<file path="src/rtl/pc_fetch_ctrl_pkg.sv">
// Shared fetch types and geometry: state encoding, cache-line sizes and the PC-to-line-index slice.
// Latency: n/a. Backpressure: n/a.
package pc_fetch_ctrl_pkg;

    typedef enum logic [2:0] {
        S_IDLE,
        S_REQ,
        S_WAIT,
        S_STREAM,
        S_DROP
    } fetch_state_t;

    localparam int LINE_BYTES     = 64;
    localparam int INSTS_PER_LINE = 16;
    localparam int INST_W         = 32;
    localparam int PC_INDEX_W     = 19;
    localparam int LINE_W         = LINE_BYTES * 8;
    localparam int SLOT_W         = $clog2(INSTS_PER_LINE);

    function automatic logic [PC_INDEX_W-1:0] pc_to_index(input logic [63:0] pc);
        return pc[24:6];
    endfunction

endpackage

</file>
<file path="src/rtl/pc_fetch_ctrl_line_buf.sv">
// Line buffer: holds one 512-bit fetched line and the slot pointer, and muxes out the current instruction.
// Latency: load/advance visible the cycle after. Backpressure: slot only moves on advance.
module fetch_line_buf
    import pc_fetch_ctrl_pkg::*;
(
    input  logic              clock,
    input  logic              reset,
    input  logic              load,
    input  logic [LINE_W-1:0] load_dat,
    input  logic [SLOT_W-1:0] load_slot,
    input  logic              advance,
    input  logic              flush,
    output logic [SLOT_W-1:0] slot,
    output logic [INST_W-1:0] inst,
    output logic              last
);

    logic [LINE_W-1:0] r_line;
    logic [SLOT_W-1:0] r_slot;

    // Line contents are don't-care until the first load, so no reset here.
    always_ff @(posedge clock) begin
        if (load) begin
            r_line <= load_dat;
        end
    end

    always_ff @(posedge clock) begin
        if (reset) begin
            r_slot <= '0;
        end else if (flush) begin
            r_slot <= '0;
        end else if (load) begin
            r_slot <= load_slot;
        end else if (advance) begin
            r_slot <= r_slot + SLOT_W'(1);
        end
    end

    assign slot = r_slot;
    assign inst = r_line[INST_W*r_slot +: INST_W];
    assign last = (r_slot == SLOT_W'(INSTS_PER_LINE - 1));

endmodule

</file>
<file path="src/rtl/pc_fetch_ctrl.sv">
// Fetch requester: issues line requests to the arbiter, captures the burst, streams instructions to decode.
// Latency: 1 cycle request after enable, 1 cycle done->first inst. Backpressure: inst held while !inst_ready.
module pc_fetch_ctrl
    import pc_fetch_ctrl_pkg::*;
#(
    parameter int              PC_W    = 64,
    parameter logic [PC_W-1:0] BOOT_PC = PC_W'(64'h0000_0000_0000_1000)
) (
    input  logic                  clock,
    input  logic                  reset,
    input  logic                  fetch_enable,
    input  logic                  redirect_valid,
    input  logic [PC_W-1:0]       redirect_target,
    output logic                  pc_index_valid,
    output logic [PC_INDEX_W-1:0] pc_index,
    input  logic                  pc_index_ready,
    input  logic [LINE_W-1:0]     pc_read_inst,
    input  logic                  pc_operation_done,
    output logic                  inst_valid,
    output logic [INST_W-1:0]     inst,
    output logic [PC_W-1:0]       inst_pc,
    input  logic                  inst_ready
);

    localparam int HI_W = PC_W - 6;

    fetch_state_t          r_state;
    logic [PC_W-1:0]       r_fetch_pc;
    logic                  r_pc_index_valid;
    logic [PC_INDEX_W-1:0] r_pc_index;
    logic                  r_inst_valid;
    logic                  r_drop_pending;

    logic                  w_fire;
    logic                  w_accept;
    logic [PC_W-1:0]       w_redir_pc;
    logic [HI_W-1:0]       w_line_hi_next;
    logic [PC_W-1:0]       w_next_line_pc;
    logic                  w_load;
    logic                  w_advance;
    logic [SLOT_W-1:0]     w_slot;
    logic [INST_W-1:0]     w_inst;
    logic                  w_last;
    logic                  w_unused;

    assign w_fire         = r_pc_index_valid & pc_index_ready;
    assign w_accept       = r_inst_valid & inst_ready;
    assign w_redir_pc     = {redirect_target[PC_W-1:2], 2'b00};
    assign w_line_hi_next = r_fetch_pc[PC_W-1:6] + HI_W'(1);
    assign w_next_line_pc = {w_line_hi_next, 6'b000000};
    assign w_unused       = ^redirect_target[1:0];

    assign w_load    = (r_state == S_WAIT) & pc_operation_done & ~redirect_valid;
    assign w_advance = (r_state == S_STREAM) & w_accept & ~redirect_valid;

    fetch_line_buf u_line_buf (
        .clock     (clock),
        .reset     (reset),
        .load      (w_load),
        .load_dat  (pc_read_inst),
        .load_slot (r_fetch_pc[5:2]),
        .advance   (w_advance),
        .flush     (redirect_valid),
        .slot      (w_slot),
        .inst      (w_inst),
        .last      (w_last)
    );

    always_ff @(posedge clock) begin
        if (reset) begin
            r_state          <= S_IDLE;
            r_fetch_pc       <= BOOT_PC;
            r_pc_index_valid <= 1'b0;
            r_pc_index       <= '0;
            r_inst_valid     <= 1'b0;
            r_drop_pending   <= 1'b0;
        end else begin
            case (r_state)
                S_IDLE: begin
                    if (redirect_valid) begin
                        r_fetch_pc <= w_redir_pc;
                        if (fetch_enable) begin
                            r_state          <= S_REQ;
                            r_pc_index_valid <= 1'b1;
                            r_pc_index       <= pc_to_index(64'(w_redir_pc));
                        end
                    end else if (fetch_enable) begin
                        r_state          <= S_REQ;
                        r_pc_index_valid <= 1'b1;
                        r_pc_index       <= pc_to_index(64'(r_fetch_pc));
                    end
                end

                // The arbiter may already have latched the index, so a redirect never withdraws it.
                S_REQ: begin
                    if (redirect_valid) begin
                        r_fetch_pc <= w_redir_pc;
                        if (w_fire) begin
                            r_pc_index_valid <= 1'b0;
                            r_drop_pending   <= 1'b0;
                            r_state          <= S_DROP;
                        end else begin
                            r_drop_pending <= 1'b1;
                        end
                    end else if (w_fire) begin
                        r_pc_index_valid <= 1'b0;
                        r_drop_pending   <= 1'b0;
                        r_state          <= r_drop_pending ? S_DROP : S_WAIT;
                    end
                end

                S_WAIT: begin
                    if (redirect_valid) begin
                        r_fetch_pc <= w_redir_pc;
                        if (pc_operation_done) begin
                            r_state          <= S_REQ;
                            r_pc_index_valid <= 1'b1;
                            r_pc_index       <= pc_to_index(64'(w_redir_pc));
                        end else begin
                            r_state <= S_DROP;
                        end
                    end else if (pc_operation_done) begin
                        r_state      <= S_STREAM;
                        r_inst_valid <= 1'b1;
                    end
                end

                S_STREAM: begin
                    if (redirect_valid) begin
                        r_fetch_pc   <= w_redir_pc;
                        r_inst_valid <= 1'b0;
                        if (fetch_enable) begin
                            r_state          <= S_REQ;
                            r_pc_index_valid <= 1'b1;
                            r_pc_index       <= pc_to_index(64'(w_redir_pc));
                        end else begin
                            r_state <= S_IDLE;
                        end
                    end else if (w_accept && w_last) begin
                        r_fetch_pc   <= w_next_line_pc;
                        r_inst_valid <= 1'b0;
                        if (fetch_enable) begin
                            r_state          <= S_REQ;
                            r_pc_index_valid <= 1'b1;
                            r_pc_index       <= pc_to_index(64'(w_next_line_pc));
                        end else begin
                            r_state <= S_IDLE;
                        end
                    end
                end

                S_DROP: begin
                    if (redirect_valid) begin
                        r_fetch_pc <= w_redir_pc;
                    end else if (pc_operation_done) begin
                        if (fetch_enable) begin
                            r_state          <= S_REQ;
                            r_pc_index_valid <= 1'b1;
                            r_pc_index       <= pc_to_index(64'(r_fetch_pc));
                        end else begin
                            r_state <= S_IDLE;
                        end
                    end
                end

                default: begin
                    r_state <= S_IDLE;
                end
            endcase
        end
    end

    assign pc_index_valid = r_pc_index_valid;
    assign pc_index       = r_pc_index;
    assign inst_valid     = r_inst_valid;
    assign inst           = r_inst_valid ? w_inst : '0;
    assign inst_pc        = r_inst_valid ? {r_fetch_pc[PC_W-1:6], w_slot, 2'b00} : '0;

endmodule

</file>
<file path="config.mk">
export PLATFORM = sky130hd
export DESIGN_NAME = pc_fetch_ctrl
export DESIGN_NICKNAME = d
export VERILOG_FILES = /design/src/rtl/pc_fetch_ctrl_pkg.sv /design/src/rtl/pc_fetch_ctrl_line_buf.sv /design/src/rtl/pc_fetch_ctrl.sv
export SDC_FILE = /design/constraint.sdc
export NUM_CORES = 1
export LEC_CHECK = 0
export ABC_AREA = 1
export CAP_MARGIN = 10
export CORE_AREA = 10 10 261 263
export CTS_CLUSTER_SIZE = 30
export DETAILED_ROUTE_END_ITERATION = 7
export DIE_AREA = 0 0 271 273
export GPL_TIMING_DRIVEN = 0
export HOLD_SLACK_MARGIN = 0.05
export PLACE_DENSITY = 0.73
export SLEW_MARGIN = 25
export SYNTH_ARGS = -nofsm -noshare
export SYNTH_HDL_FRONTEND = slang
export SYNTH_SLANG_ARGS = --single-unit
</file>
<file path="constraint.sdc">
create_clock -name clock -period 14.45 [get_ports clock]
set_input_delay 2.1675 -clock clock [delete_from_list [all_inputs] [get_ports clock]]
set_output_delay 2.1675 -clock clock [all_outputs]
set_load 0.02 [all_outputs]
</file>
# == Word level (Yosys, flattened, before mapping) ==
# Cells that the tools add are included.
# totals
regBits,605
latchBits,0
ramBits,0
romBits,0
in_bits,583
output_inout_bits,117
wordCells,98
memories,0
# op_classes
n_addsub,2
n_mul,0
div_mod_pow,0
magnitude_cmp,0
n_eq_ne,16
shift,1
n_mux,48
n_bitwise,7
reduce_logical,16
# ops
operator,n
$shiftx 512x10->32,1
$mux 64,4
$mux 19,10
$pmux 64 s2,1
$pmux 19 s4,1
$add 58x1->58 const B,1
$mux 3,12
$mux 32,1
$pmux 3 s5,1
$mux 1,14
$ne 2x2->1 const B,7
$reduce_and 7->1,2
$mux 4,2
$reduce_bool 2->1,4
$and 1x1->1,6
$eq 3x2->1 const B,2
$ne 3x3->1 const B,2
$reduce_and 6->1,1
$pmux 1 s5,1
$reduce_bool 5->1,1
$add 4x1->4 const B,1
$eq 4x4->1 const B,1
$reduce_and 4->1,1
$reduce_bool 4->1,1
12 further kinds,12

# == Longest topological paths before layout ==
# depth
depth_word,5
ltp_mapped,13
depth_no_buf,12

# == Cells and area by module ==
# Synthesis repeated with hierarchy kept, for this count alone.
# hier_totals
cells_unflattened,3616
area_unflattened_um2,30032.6
# modules_own_cells
mod,n_inst,cells_each,area_per_inst_um2,seq_area_each_um2
fetch_line_buf,1,2222,22475.3,15454.8
pc_fetch_ctrl,1,1394,7557.2,1741.7

# == Worst setup path before layout ==
# Ideal clock, no wire load.
# synth_timing
kind,input -> register
start,in pc_operation_done
end,"reg u_line_buf.r_line[0], enable pin"
setup_ns,0.857
t_arrival_ns,12.376
required_ns,13.593
path_slack_ns,1.217
path_stages,4
n_path_buf,0
path_cell_list,inv_1 > nor2_1 > nand2_1 > inv_1
# synth_between
elab_chain_len,2
# synth_lines
item,line_no,text
from (decl),pc_fetch_ctrl.sv:18,"input logic pc_operation_done,"
$and 1x1->1 (2 in series),pc_fetch_ctrl.sv:53,assign w_load = (r_state == S_WAIT) & pc_operation_done & ~redirect_valid;
net u_line_buf.load,pc_fetch_ctrl_line_buf.sv:8,"input logic load,"
to (signal assigned),pc_fetch_ctrl_line_buf.sv:24,r_line <= load_dat;
to (decl),pc_fetch_ctrl_line_buf.sv:18,logic [LINE_W-1:0] r_line;
# The timed path passes the listed nets, and every way through them passes these cells.
# A chain may end at the register's enable or synchronous reset.

# == Worst setup path in the final report ==
# layout_timing
start,reg u_line_buf.r_slot[0] (netlist: u_line_buf.slot[0])
end,out inst[9]
# layout_between
elab_chain_len,2
# layout_lines
item,line_no,text
from (decl),pc_fetch_ctrl_line_buf.sv:19,logic [SLOT_W-1:0] r_slot;
from (signal assigned),pc_fetch_ctrl_line_buf.sv:34,r_slot <= load_slot;
from (signal assigned),pc_fetch_ctrl_line_buf.sv:36,r_slot <= r_slot + SLOT_W'(1);
$shiftx 512x10->32,pc_fetch_ctrl_line_buf.sv:41,assign inst = r_line[INST_W*r_slot +: INST_W];
$mux 32,pc_fetch_ctrl.sv:176,assign inst = r_inst_valid ? w_inst : '0;
to (decl),pc_fetch_ctrl.sv:20,"output logic [INST_W-1:0] inst,"
# Every way passes these cells.

==> results.ini <==
[run_status]
outcome = completed

[detailed_routing]
avgViaCountPerCell = 5.50
first_pass_iters = 6
totalWireLength_mm = 122
drtAntennaViolNets = 0
routedWlPerCell_um = 26.8
drt-initial-drc-count = 3077
vias = 25000
drc = 0

[global_route]
overflow = 0
track_usage_pct = 31.6
grt_pass1_vias = 24700
antenna_found_initial = 54
grt_max_degree = 106
grt_pass1_wl_mm = 170

[cells_and_area]
instances_no_fill = 4551
final_nets = 4200
layout_commonest_cell = clkdlybuf4s50_1
areaGrowthSynthToFinish_pct = 37.8
mostFrequentLayoutCells = clkdlybuf4s50_1 (695), nor2_1 (571), nand2_1 (539)
drive_gt1_share_pct = 5.68
fill_cells = 5293
finalInstanceArea_mm2 = 0.0380

[synth]
synth_edf_count = 512
seq_area_frac_synth_pct = 62.4
syn_area_mm2 = 0.0276
synthArstFlopShare_pct = 0
synth_area_leaders = edfxtp_1 (56%), nor2_1 (7.8%), nand2_1 (7.3%), dfxtp_1 (6.6%), o21ai_0 (4.7%)
ys_warn_count = 0
ys_ff_latch = 603
synthCells = 2845
ys_types = 50
synth_area_leader_cell = edfxtp_1
synth.avg_cell_area_um2 = 9.69
synth_top_area_share_pct = 55.8
ys.flop_type = edfxtp_1

[clock_tree]
clk_pin_slew_ps = 50
clockBufferDepth = 3
cts_sinks = 603
cts_resized = 0
holdBufCountCts = 0
h-tree-depth = 3
clock_latency_ps = 610
post-cts-setup-buffers = 0
cts-buffers-inserted = 67
cts_root_buffer = clkbuf_16
cts_tree = built

[sta]
finalHoldViolCount = 0
rsz0062_at_grt = false
fin_crit_sh_pct = 45.6
finalSetupViolations = 0
fin_skew_ps = 24.7
slew_headroom_pct = 20.7
finalCriticalPeriod_ps = 6590
fmax_mhz = 152
worst_pin_slew_ps = 1190
slew_violations = 0

[power_and_ir_drop]
power_switching_mw = 1.49
p_int_mw = 3.49
comb_power_share_pct = 22.1
ir_drop_v = 0.000104
p_per_area_mw_per_mm2 = 131
p_leak_nw = 13.6
switching_share_pct = 30.0
clockPowerShare_pct = 34.4
p_seq_share_pct = 43.5

[critical_path]
critPathKind = register to output pin
cp_max_fo = 10
end_kind = output pin
cp.required_ps = 12280
start_kind = register
rrSetupSlack_ps = 11040
cp-startpoint = u_line_buf.slot[0]$_SDFFE_PP0P_
r2r_start = r_state[2]$_SDFFE_PP0P_
cp.arrival_ps = 4420

[place]
hpwlAfterDp_mm = 96.3
place_inst = 4392
placed_area_mm2 = 0.0357
globalplace.congestion = 0.989
portBuffers = 695

[floorplanning]
ios = 700
rows = 92
start_util_pct = 44.0
fp.dieH_um = 273
die_area_mm2 = 0.0740
die_x_um = 271
fp.coreArea_mm2 = 0.0627

[min_path]
hp-start = r_fetch_pc[4]$_SDFFE_PP0P_
min_path_type = register to register

[flow_run]
maxCapViolations = 0

## metrics by stage
step | setup slack (ps) | setup TNS (ps) | utilization, % | hold slack (ps) | power, mW
global placement | -3570 | -1783780 | 56.7 | 461 | 3.34
finish | 7860 | 0 | 60.6 | 473 | 4.98
CTS | 7870 | 0 | 60.4 | 469 | 4.97
global route | 7690 | 0 | 60.5 | 485 | 5.16
floorplan | 1220 | 0 | - | 437 | 2.82
detailed placement | 8520 | 0 | 57.0 | 460 | 3.28
## registers in the layout (all words and copies together) (netlist names)
name	count
r_drop_pending	1
pc_index	19
pc_index_valid	1
u_line_buf.slot	4
inst_valid	1
u_line_buf.r_line	512
r_state	3
r_fetch_pc	62
## kinds of logic after synthesis
kind of cell | after synthesis | synth area share, %
and+or+nand+nor | 1270 | 18.4
DFF | 603 | 62.4
AOI/OAI and AO/OA | 576 | 12.5
buffers and inverters | 356 | 5.43
muxes | 20 | 0.726
xor gates and xnor gates | 17 | 0.540
adders and majority gates | 2 | 0.0907
other | 1 | 0.0136
## worst paths after layout
kind                                       to  cells past startpoint
max reg2reg  u_line_buf.r_line[366]$_DFFE_PP_                      8
min reg2reg        r_fetch_pc[4]$_SDFFE_PP0P_                      2
max                                   inst[9]                     10
min                r_fetch_pc[4]$_SDFFE_PP0P_                      2
## synthesized netlist by cell type, types with 2 or more instances
library cell / count
nor2_1: 571
nand2_1: 539
edfxtp_1: 512
o21ai_0: 261
inv_1: 177
a21oi_1: 119
dfxtp_1: 91
nand3_1: 91
clkbuf_1: 88
o32ai_1: 64
o211ai_1: 59
buf_2: 45
nand4_1: 25
o221ai_1: 21
mux2i_1: 20
o21ai_1: 20
a31oi_1: 15
buf_4: 15
xor2_1: 14
or2_2: 12
buf_1: 11
inv_2: 11
nor3_1: 11
nand2_2: 7
buf_6: 6
nand3b_1: 3
nor2_2: 3
xnor2_1: 3
a211oi_1: 2
a211oi_2: 2
and2_1: 2
clkinv_1: 2
ha_1: 2
nand3_2: 2
nor2_4: 2
o21a_1: 2
o21bai_1: 2
## final cells by class
| type | instances | area (um2) | share of cell area, % |
|---|---|---|---|
| well taps | 846 | 1060 | 2.79 |
| repair buffers | 700 | 7090 | 18.7 |
| diodes | 40 | 100 | 0.263 |
| clock inverters | 33 | 340 | 0.896 |
| clock buffers | 86 | 1800 | 4.74 |
| inverters | 190 | 721 | 1.90 |
| flip-flops and latches | 603 | 17200 | 45.3 |
| plain buffers | 166 | 785 | 2.07 |
| multi-input cells | 1887 | 8890 | 23.4 |
## critical path, stage by stage, from the launching register on
cell and delay, ps:
dfxtp_1 340, buf_2 290, buf_2 360, buf_2 400, nor2_1 100, o32ai_1 1000, nand2_1 160, nand2_1 110
inv_1 50, a21oi_1 170, clkdlybuf4s50_1 820
## power groups by stage
stage | Combinational, mW | Clock [mW] | Sequential (mW)
final | 1.10 | 1.71 | 2.17
after global routing | 1.19 | 1.79 | 2.17
after CTS | 1.09 | 1.72 | 2.16
after detailed placement | 1.09 | 0 | 2.19
after global placement | 1.06 | 0 | 2.28
after floorplan | 0.585 | 0 | 2.24
## metal layers
layer	track usage (%)	routed length (um)
met4	13.9	4480
met3	9.63	13100
met2	55.0	61300
met1	35.4	42800
met5	0	197
(Power assumes the default switching activity.)
